## src/rtl/agu_addr_gen_if.sv

```systemverilog
// Load/store micro-op bus between register read, the AGU and the LSU.
// Control (stall/flush) travels with the bus so one port carries the whole stage.
interface agu_addr_gen_if #(
  parameter int XLEN      = 32,
  parameter int ROB_TAG_W = 5,
  parameter int PRF_W     = 6
);
  logic                 stall;
  logic                 flush;
  logic                 in_valid;
  logic                 in_is_store;
  logic [1:0]           in_size;
  logic                 in_unsigned;
  logic [XLEN-1:0]      in_rs1;
  logic [XLEN-1:0]      in_rs2;
  logic [XLEN-1:0]      in_imm;
  logic [ROB_TAG_W-1:0] in_rob_tag;
  logic [PRF_W-1:0]     in_prd;

  logic                 out_valid;
  logic                 out_is_store;
  logic [1:0]           out_size;
  logic                 out_unsigned;
  logic [XLEN-1:0]      out_addr;
  logic [3:0]           out_byte_en;
  logic [XLEN-1:0]      out_store_data;
  logic                 out_misaligned;
  logic [ROB_TAG_W-1:0] out_rob_tag;
  logic [PRF_W-1:0]     out_prd;

  modport slave (
    input  stall, flush,
    input  in_valid, in_is_store, in_size, in_unsigned,
    input  in_rs1, in_rs2, in_imm, in_rob_tag, in_prd,
    output out_valid, out_is_store, out_size, out_unsigned,
    output out_addr, out_byte_en, out_store_data,
    output out_misaligned, out_rob_tag, out_prd
  );

  modport master (
    output stall, flush,
    output in_valid, in_is_store, in_size, in_unsigned,
    output in_rs1, in_rs2, in_imm, in_rob_tag, in_prd,
    input  out_valid, out_is_store, out_size, out_unsigned,
    input  out_addr, out_byte_en, out_store_data,
    input  out_misaligned, out_rob_tag, out_prd
  );
endinterface

```

## src/rtl/agu_addr_gen.sv

```systemverilog
// Address generation: rs1+imm, lane byte enables, lane-replicated store data,
// misalignment flag, all behind one registered stage toward the LSU.
module agu_addr_gen #(
  parameter int XLEN      = 32,
  parameter int ROB_TAG_W = 5,
  parameter int PRF_W     = 6
) (
  input  logic           clk,
  input  logic           rst,
  agu_addr_gen_if.slave  io_agu
);

  logic [XLEN-1:0]      w_addr;
  logic [1:0]           w_lo;
  logic [3:0]           w_be_raw;
  logic [3:0]           w_byte_en;
  logic [XLEN-1:0]      w_store_data;
  logic                 w_misaligned;
  logic                 w_capture;

  logic                 r_valid;
  logic                 r_is_store;
  logic [1:0]           r_size;
  logic                 r_unsigned;
  logic [XLEN-1:0]      r_addr;
  logic [3:0]           r_byte_en;
  logic [XLEN-1:0]      r_store_data;
  logic                 r_misaligned;
  logic [ROB_TAG_W-1:0] r_rob_tag;
  logic [PRF_W-1:0]     r_prd;

  assign w_addr = io_agu.in_rs1 + io_agu.in_imm;
  assign w_lo   = w_addr[1:0];

  // Size 11 is reserved and falls into the word arm.
  always_comb begin
    w_be_raw     = 4'b1111;
    w_store_data = io_agu.in_rs2;
    w_misaligned = 1'b0;
    case (io_agu.in_size)
      2'b00: begin
        w_be_raw     = 4'b0001 << w_lo;
        w_store_data = {(XLEN/8){io_agu.in_rs2[7:0]}};
      end
      2'b01: begin
        w_be_raw     = w_lo[1] ? 4'b1100 : 4'b0011;
        w_store_data = {(XLEN/16){io_agu.in_rs2[15:0]}};
        w_misaligned = w_lo[0];
      end
      default: begin
        w_be_raw     = 4'b1111;
        w_store_data = io_agu.in_rs2;
        w_misaligned = |w_lo;
      end
    endcase
  end

  // Loads keep byte enables for LSU hit checks but carry no data.
  assign w_byte_en = w_misaligned ? 4'b0000 : w_be_raw;
  assign w_capture = io_agu.in_valid & ~io_agu.stall;

  always_ff @(posedge clk or posedge rst) begin
    if (rst) begin
      r_valid      <= 1'b0;
      r_is_store   <= 1'b0;
      r_size       <= 2'b00;
      r_unsigned   <= 1'b0;
      r_addr       <= '0;
      r_byte_en    <= 4'b0000;
      r_store_data <= '0;
      r_misaligned <= 1'b0;
      r_rob_tag    <= '0;
      r_prd        <= '0;
    end else if (io_agu.flush) begin
      r_valid <= 1'b0;
    end else if (!io_agu.stall) begin
      r_valid <= io_agu.in_valid;
      if (w_capture) begin
        r_is_store   <= io_agu.in_is_store;
        r_size       <= io_agu.in_size;
        r_unsigned   <= io_agu.in_unsigned;
        r_addr       <= w_addr;
        r_byte_en    <= w_byte_en;
        r_store_data <= io_agu.in_is_store ? w_store_data : '0;
        r_misaligned <= w_misaligned;
        r_rob_tag    <= io_agu.in_rob_tag;
        r_prd        <= io_agu.in_prd;
      end
    end
  end

  assign io_agu.out_valid      = r_valid;
  assign io_agu.out_is_store   = r_is_store;
  assign io_agu.out_size       = r_size;
  assign io_agu.out_unsigned   = r_unsigned;
  assign io_agu.out_addr       = r_addr;
  assign io_agu.out_byte_en    = r_byte_en;
  assign io_agu.out_store_data = r_store_data;
  assign io_agu.out_misaligned = r_misaligned;
  assign io_agu.out_rob_tag    = r_rob_tag;
  assign io_agu.out_prd        = r_prd;

endmodule

```

## src/flat_wrapper.sv

```systemverilog
// flat-port wrapper written by rule: the top's interface ports become plain ports
module agu_addr_gen_flat 
#(
  parameter int XLEN      = 32,
  parameter int ROB_TAG_W = 5,
  parameter int PRF_W     = 6
)
  (clk, rst, io_agu_stall, io_agu_flush, io_agu_in_valid, io_agu_in_is_store, io_agu_in_size, io_agu_in_unsigned, io_agu_in_rs1, io_agu_in_rs2, io_agu_in_imm, io_agu_in_rob_tag, io_agu_in_prd, io_agu_out_valid, io_agu_out_is_store, io_agu_out_size, io_agu_out_unsigned, io_agu_out_addr, io_agu_out_byte_en, io_agu_out_store_data, io_agu_out_misaligned, io_agu_out_rob_tag, io_agu_out_prd);
  agu_addr_gen_if #(.XLEN(XLEN), .ROB_TAG_W(ROB_TAG_W), .PRF_W(PRF_W)) io_agu_i ();
  input  logic clk;
  input  logic rst;
  input wire logic [$bits(io_agu_i.stall)-1:0] io_agu_stall;
  input wire logic [$bits(io_agu_i.flush)-1:0] io_agu_flush;
  input wire logic [$bits(io_agu_i.in_valid)-1:0] io_agu_in_valid;
  input wire logic [$bits(io_agu_i.in_is_store)-1:0] io_agu_in_is_store;
  input wire logic [$bits(io_agu_i.in_size)-1:0] io_agu_in_size;
  input wire logic [$bits(io_agu_i.in_unsigned)-1:0] io_agu_in_unsigned;
  input wire logic [$bits(io_agu_i.in_rs1)-1:0] io_agu_in_rs1;
  input wire logic [$bits(io_agu_i.in_rs2)-1:0] io_agu_in_rs2;
  input wire logic [$bits(io_agu_i.in_imm)-1:0] io_agu_in_imm;
  input wire logic [$bits(io_agu_i.in_rob_tag)-1:0] io_agu_in_rob_tag;
  input wire logic [$bits(io_agu_i.in_prd)-1:0] io_agu_in_prd;
  output wire logic [$bits(io_agu_i.out_valid)-1:0] io_agu_out_valid;
  output wire logic [$bits(io_agu_i.out_is_store)-1:0] io_agu_out_is_store;
  output wire logic [$bits(io_agu_i.out_size)-1:0] io_agu_out_size;
  output wire logic [$bits(io_agu_i.out_unsigned)-1:0] io_agu_out_unsigned;
  output wire logic [$bits(io_agu_i.out_addr)-1:0] io_agu_out_addr;
  output wire logic [$bits(io_agu_i.out_byte_en)-1:0] io_agu_out_byte_en;
  output wire logic [$bits(io_agu_i.out_store_data)-1:0] io_agu_out_store_data;
  output wire logic [$bits(io_agu_i.out_misaligned)-1:0] io_agu_out_misaligned;
  output wire logic [$bits(io_agu_i.out_rob_tag)-1:0] io_agu_out_rob_tag;
  output wire logic [$bits(io_agu_i.out_prd)-1:0] io_agu_out_prd;
  assign io_agu_i.stall = io_agu_stall;
  assign io_agu_i.flush = io_agu_flush;
  assign io_agu_i.in_valid = io_agu_in_valid;
  assign io_agu_i.in_is_store = io_agu_in_is_store;
  assign io_agu_i.in_size = io_agu_in_size;
  assign io_agu_i.in_unsigned = io_agu_in_unsigned;
  assign io_agu_i.in_rs1 = io_agu_in_rs1;
  assign io_agu_i.in_rs2 = io_agu_in_rs2;
  assign io_agu_i.in_imm = io_agu_in_imm;
  assign io_agu_i.in_rob_tag = io_agu_in_rob_tag;
  assign io_agu_i.in_prd = io_agu_in_prd;
  assign io_agu_out_valid = io_agu_i.out_valid;
  assign io_agu_out_is_store = io_agu_i.out_is_store;
  assign io_agu_out_size = io_agu_i.out_size;
  assign io_agu_out_unsigned = io_agu_i.out_unsigned;
  assign io_agu_out_addr = io_agu_i.out_addr;
  assign io_agu_out_byte_en = io_agu_i.out_byte_en;
  assign io_agu_out_store_data = io_agu_i.out_store_data;
  assign io_agu_out_misaligned = io_agu_i.out_misaligned;
  assign io_agu_out_rob_tag = io_agu_i.out_rob_tag;
  assign io_agu_out_prd = io_agu_i.out_prd;
  agu_addr_gen #(.XLEN(XLEN), .ROB_TAG_W(ROB_TAG_W), .PRF_W(PRF_W)) u_core (.clk(clk), .rst(rst), .io_agu(io_agu_i));
endmodule
```

## config.mk

```make
export PLATFORM = sky130hd
export DESIGN_NAME = agu_addr_gen_flat
export DESIGN_NICKNAME = d
export VERILOG_FILES = /design/src/rtl/agu_addr_gen_if.sv /design/src/rtl/agu_addr_gen.sv /design/src/flat_wrapper.sv
export SDC_FILE = /design/constraint.sdc
export NUM_CORES = 1
export LEC_CHECK = 0
export CORE_MARGIN = 1.5
export CORE_UTILIZATION = 40
export DETAILED_ROUTE_END_ITERATION = 8
export PLACE_DENSITY_LB_ADDON = 0.2
export SLEW_MARGIN = 20
export SYNTH_ARGS = -nofsm -noshare
export SYNTH_HDL_FRONTEND = slang
export SYNTH_SLANG_ARGS = --single-unit
export TNS_END_PERCENT = 20
```

## constraint.sdc

```tcl
create_clock -name clk -period 2.6 [get_ports clk]
set_input_delay 0.26 -clock clk [delete_from_list [all_inputs] [get_ports clk]]
set_output_delay 0.26 -clock clk [all_outputs]
set_load 0.03 [all_outputs]
```

==> results of run 1 <==
-- metal layers --
layer	global-route usage	vias to the layer above	routed length, um
li1	-	2470	-
met1	0.292	2414	6610
met2	0.404	209	7460
met3	0.0390	13	1040
met4	0.0675	0	170
met5	0	-	0
-- sequential cells by signal, summed over array words and instances (netlist names) --
name                          count
u_core.io_agu.out_addr           32
u_core.io_agu.out_store_data     32
u_core.io_agu.out_prd             6
u_core.io_agu.out_rob_tag         5
u_core.io_agu.out_byte_en         4
u_core.io_agu.out_size            2
u_core.io_agu.out_is_store        1
u_core.io_agu.out_misaligned      1
u_core.io_agu.out_unsigned        1
u_core.io_agu.out_valid           1
-- cells in the mapped netlist (all sizes together) (2+ instances only) --
library cell and n:
ha 31, a22o 8, xor2 12, a21oi 45, nand4 6, nor2 30, a31oi 4, a21o 12
and2 4, o21a 5, dfrtp 85, o31ai 4, nand3 14, mux2i 24, nand2 139, nor4 2
o21ai 61, o211ai 2, o21bai 3, or2 2, buf 3, xnor2 16, a31o 3, clkbuf 27
nand2b 5, inv 13, nor3 6
-- through the flow --
stage / area [um2] / instances / hold slack, ps
6_report: 7930 / 987 / 312
5_1_grt: 7930 / 987 / 358
4_1_cts: 7920 / 987 / 328
3_5_place_dp: 7570 / 971 / 462
3_3_place_gp: 7570 / 971 / 449
2_1_floorplan: 5030 / 579 / 323
-- cell families (layout without fill, tap and decap cells) --
logic type / after synthesis / count (layout) / share of synthesized area
adder cells (fa/ha/maj): 32 / 32 / 0.0811
multiplexers: 24 / 24 / 0.0477
buffers and inverters: 43 / 283 / 0.0321
AND/OR/NAND/NOR: 211 / 211 / 0.175
XOR/XNOR: 28 / 28 / 0.0487
AO/OA/AOI/OAI: 156 / 156 / 0.192
flip-flops: 85 / 85 / 0.423
-- area by class of cell --
cell class	count	area [um2]
clock buffers	11	243
clock inverters	5	106
fillers	1057	4230
inverters	13	50.0
multi-input cells	451	2770
flip-flops and latches	85	2130
well taps	168	210
repair buffers	254	2430
-- critical path: stages --
cell	delay [ps]
clkdlybuf4s50_1	460
ha_1	170
inv_1	60
fa_1	400
nand2b_4	160
a21oi_2	160
o211ai_1	130
nand2_2	110
o31ai_4	90
o21a_1	210
or4_1	480
nand3_1	100
-- worst max path at each step --
stage	start	endpoint	cells past startpoint
after global placement	io_agu_in_imm[0]	u_core.io_agu.out_addr[28]	12
after detailed placement	io_agu_in_rs1[0]	u_core.io_agu.out_addr[28]	12
after floorplan	rst	u_core.io_agu.out_addr[0]	1
final	io_agu_in_rs1[0]	u_core.io_agu.out_addr[28]	12
after global routing	io_agu_in_rs1[0]	u_core.io_agu.out_addr[28]	12
after CTS	io_agu_in_rs1[0]	u_core.io_agu.out_addr[30]	12
-- power breakdown --
part	total, uW	internal [uW]	leakage, uW	switching (uW)
registers	1700	1560	0.00108	140
clock network	1510	970	0.000166	537
logic	2040	932	0.00237	1110
-- timing repair --
action / 4_1_cts / 5_1_grt
resized for setup: 1 / 4
cloned: 0 / 0
pin swaps: 0 / 0
endpoints found under the setup margin: 2 / 5
==> results.toml, run 1 <==
[clocking]
clk_path_buf_depth = 2
cts-buffers-inserted = 9
htreeDepth = 3
cts.sinks = 85
root_buffer = "clkbuf_16"
clk_pin_slew_worst_paths_ps = 70
postCtsSetupBuffers = 0
ctsHoldBuffers = 0
clock_latency_ps = 330
cts_tree = "done"

[die]
core_um2 = 12200
fp.dieArea_um2 = 13300
rows = 40
num_io_pins = 201
start_util = 0.414
die_h_um = 115
die_w_um = 115

[outcome]
status = "finished, final reports clean"

[finish]
num_antenna_cells = 0
areaGrowthSynthToFinish_pct = 57.7
final_cell_mix = "200 x clkdlybuf4s50_1, 138 x nand2_1, 85 x dfrtp_1, 57 x o21ai_0, 52 x buf_4"
fin_util = 0.652
final_common_cell = "clkdlybuf4s50_1"
drive_above_1_share = 0.106
nets = 962

[route]
viasPerCell = 5.17
drc = 0
dr.pass1.iters = 5
num_vias = 5106
routedWlPerCell_um = 15.5
postRouteAntennaNets = 0
drtIter0Drc = 397
wirelength_mm = 15.3

[power_and_ir_drop]
powerDensity_nw_per_um2 = 661
power.leakage_uw = 0.00362
total_power_uw = 5240
ir_drop_mv = 0.313

[logic_synthesis]
synth_ff_type = "dfrtp_1"
yosysTopAreaCell = "dfrtp_1"
syn-cell-area_um2 = 5030
ys_seq_elements = 85
ys_warn_count = 0
yosysSeqAreaShare = 0.423
avgSynthCellArea_um2 = 8.69
yosysUniqueCellTypes = 45
synth_area_leaders = "dfrtp_1 42%, nand2_1 10%, ha_1 7.7%"
yosys.area.top_type_share = 0.423
async_flop_share = 1.00
synth_cells = 579
synth_nets = 727
synth_edf_count = 0

[run]
maxCapViolCount = 0

[placed_design]
gp_congestion = 0.855
dp_worst_setup_slack_ps = -337
hpwl_mm = 11.6
io_buffer_count = 200

[setup_path]
cp.arrival_ps = 2800
r2r_cells = 2
rr_startpoint = "u_core.io_agu.out_addr[25]"
required_ps = 2870
r2r_end = "u_core.io_agu.out_addr[25]"
critPathMaxFanout = 3
reg2reg_slack_ps = 1780
cp-start-kind = "primary input"
cp-end-kind = "flip-flop"
crit_type = "primary input to flip-flop"

[global_route]
track_usage = 0.230
grt_max_degree = 43
gr-total-overflow = 0
grt_antenna_before_repair = 0
grt_pass1_wl_mm = 24.0
first_global_vias = 4976

[sta]
finalCritPeriodShare = 0.973
finalMaxSlewViolations = 0
maxSlewHeadroom = 0.551
hold_violations = 0
worstMarginPinSlew_ps = 671
skew_ps = 0
worst_slack_ps = 71.0
setup_viol = 0
timing.fmax_ghz = 0.395
rsz0062_at_grt = "yes"
finalSetupTns_ps = 0
period_needed_ps = 2530

[hold_path]
worstHoldPathType = "primary input to async pin"
Power figures use the tool's default switching activity.
==> inputs of run 2 (changes only) <==
--- a/config.mk
+++ b/config.mk
@@ -6,7 +6,7 @@
 export NUM_CORES = 1
 export LEC_CHECK = 0
 export CORE_MARGIN = 1.5
-export CORE_UTILIZATION = 40
+export CORE_UTILIZATION = 30
 export DETAILED_ROUTE_END_ITERATION = 8
 export PLACE_DENSITY_LB_ADDON = 0.2
 export SLEW_MARGIN = 20
==> results.toml, run 2 (synthesis gave the netlist of run 1 again) <==
[placed_design]
io_buffer_count = 200
gp_congestion = 0.862
place_inst = 1031
placed_area_um2 = 7690
hpwl_mm = 12.3

[finish]
nFillCells = 1554
ff_latch_area_um2 = 2130
num_antenna_cells = 0
multi_input_area_um2 = 2770
fin_area_um2 = 8000
final_common_cell = "clkdlybuf4s50_1"
instances_no_fill = 1046
fin_util = 0.486
areaGrowthSynthToFinish_pct = 59.0
nets = 970
final_cell_mix = "200 x clkdlybuf4s50_1, 138 x nand2_1, 85 x dfrtp_1, 60 x buf_4, 56 x o21ai_0"
drive_above_1_share = 0.114

[power_and_ir_drop]
powerDensity_nw_per_um2 = 627
ir_drop_mv = 0.288
switchingPower_uw = 1780
clkPwrFrac = 0.251
p_int_uw = 3240
swShare = 0.354
power.leakage_uw = 0.00362
pwr-share-comb = 0.410
p_seq_frac = 0.339

[route]
drc = 0
viasPerCell = 4.88
dr.pass1.iters = 4
drtIter0Drc = 155
routedWlPerCell_um = 15.2
num_vias = 5106
postRouteAntennaNets = 0
wirelength_mm = 15.9

[clocking]
cts-buffers-inserted = 9
ctsHoldBuffers = 0
clk_path_buf_depth = 2
clock_latency_ps = 330
root_buffer = "clkbuf_16"
cts_tree = "done"
cts.sinks = 85
htreeDepth = 3
clk_pin_slew_worst_paths_ps = 60

[die]
fp.dieArea_um2 = 17600
start_util = 0.306
die_h_um = 133
die_w_um = 133
core_um2 = 16500
rows = 47
num_io_pins = 201

[sta]
finalCritPeriodShare = 0.940
rsz0062_at_grt = "no"
skew_ps = 0
finalMaxSlewViolations = 0
worst_hold_slack_ps = 318
finalSetupTns_ps = 0
maxSlewHeadroom = 0.452
setup_viol = 0
worstMarginPinSlew_ps = 822
period_needed_ps = 2440
timing.fmax_ghz = 0.409
hold_violations = 0

[run]
maxCapViolCount = 0

[global_route]
first_global_vias = 5195
grt_pass1_wl_mm = 25.8
grt_max_degree = 79
gr-total-overflow = 0
grt_antenna_before_repair = 0
track_usage = 0.182

[setup_path]
cp_cell_sequence = "clkdlybuf4s50_1, ha_1, and2_1, o2111a_1, o31ai_1, buf_4, a21o_1, a21oi_1, o21ai_1, a21o_1, a31o_2"
critPathMaxFanout = 5
cp.depth = 11
r2r_cells = 2
required_ps = 2820
crit_top_cell = "a21o_1"
crit_buf_inv = 2
cp.arrival_ps = 2670
critPathTopFamily = "compound AO/OA/AOI/OAI gates"
worst_path_max_delay_cell = "clkdlybuf4s50_1"
slowest_delay_ps = 410
crit_type = "primary input to flip-flop"
cp-end-kind = "flip-flop"
cp-start-kind = "primary input"

[outcome]
status = "finished, final reports clean"

[hold_path]
worstHoldPathType = "primary input to async pin"
==> run 2: path summary, 6_finish.rpt <==
check,start,endpoint,slack (ps)
max in group asynchronous,rst,u_core.io_agu.out_store_data[14],1720
min in group clk,io_agu_in_rob_tag[4],u_core.io_agu.out_rob_tag[4],460
worst max register to register,u_core.io_agu.out_addr[29],u_core.io_agu.out_addr[29],1780
worst min-delay path,rst,u_core.io_agu.out_size[1],320
worst max-delay path,io_agu_in_imm[9],u_core.io_agu.out_addr[29],160
worst min register to register,u_core.io_agu.out_addr[14],u_core.io_agu.out_addr[14],470
==> run 2: power groups by stage <==
stage                     clock [uW]  sequential, uW  combinational, uW
after floorplan                    0            2180                607
after global placement             0            1720               2040
after detailed placement           0            1720               2060
after CTS                       1310            1700               2070
after global routing            1350            1730               2220
final                           1260            1700               2060
==> run 2: through the flow <==
step	setup WS [ps]	total power, uW
2_1_floorplan	147	2780
3_3_place_gp	-368	3760
3_5_place_dp	-394	3780
4_1_cts	22.3	5080
5_1_grt	24.9	5300
6_report	157	5020
==> run 2: what timing repair did <==
item,4_1_cts,5_1_grt
pin swaps,0,2
gates resized for setup,1,6
setup endpoints to repair,2,10
buffers inserted,0,0
cloned,0,0
==> run 2: area by class of cell <==
cell class | count | share of cell area
Timing Repair Buffer | 262 | 0.312
Tap cell | 220 | 0.0344
Clock inverter | 4 | 0.00626
Multi-Input combinational cell | 451 | 0.347
Inverter | 13 | 0.00626
Clock buffer | 11 | 0.0291
Sequential cell | 85 | 0.266
==> run 2: routing by layer <==
metal  vias to the layer above  GRT usage  routed length, um
met3                        13     0.0433               1100
li1                       2491          -                  -
met2                       197      0.302               7380
met5                         -          0                  0
met4                         0     0.0574                168
met1                      2405      0.234               7290
==> run 2: worst reg2reg max path, stage by stage (launching register included) <==
cell     delay [ps]
dfrtp_1         380
and2_1          140
a31o_2          200
==> inputs of run 3 (changes only) <==
--- a/config.mk
+++ b/config.mk
@@ -9,7 +9,7 @@
 export CORE_UTILIZATION = 30
 export DETAILED_ROUTE_END_ITERATION = 8
 export PLACE_DENSITY_LB_ADDON = 0.2
-export SLEW_MARGIN = 20
+export SLEW_MARGIN = 25
 export SYNTH_ARGS = -nofsm -noshare
 export SYNTH_HDL_FRONTEND = slang
 export SYNTH_SLANG_ARGS = --single-unit
==> results of run 3 <==
Final layout, timing and power as in run 2 (identical DEF).
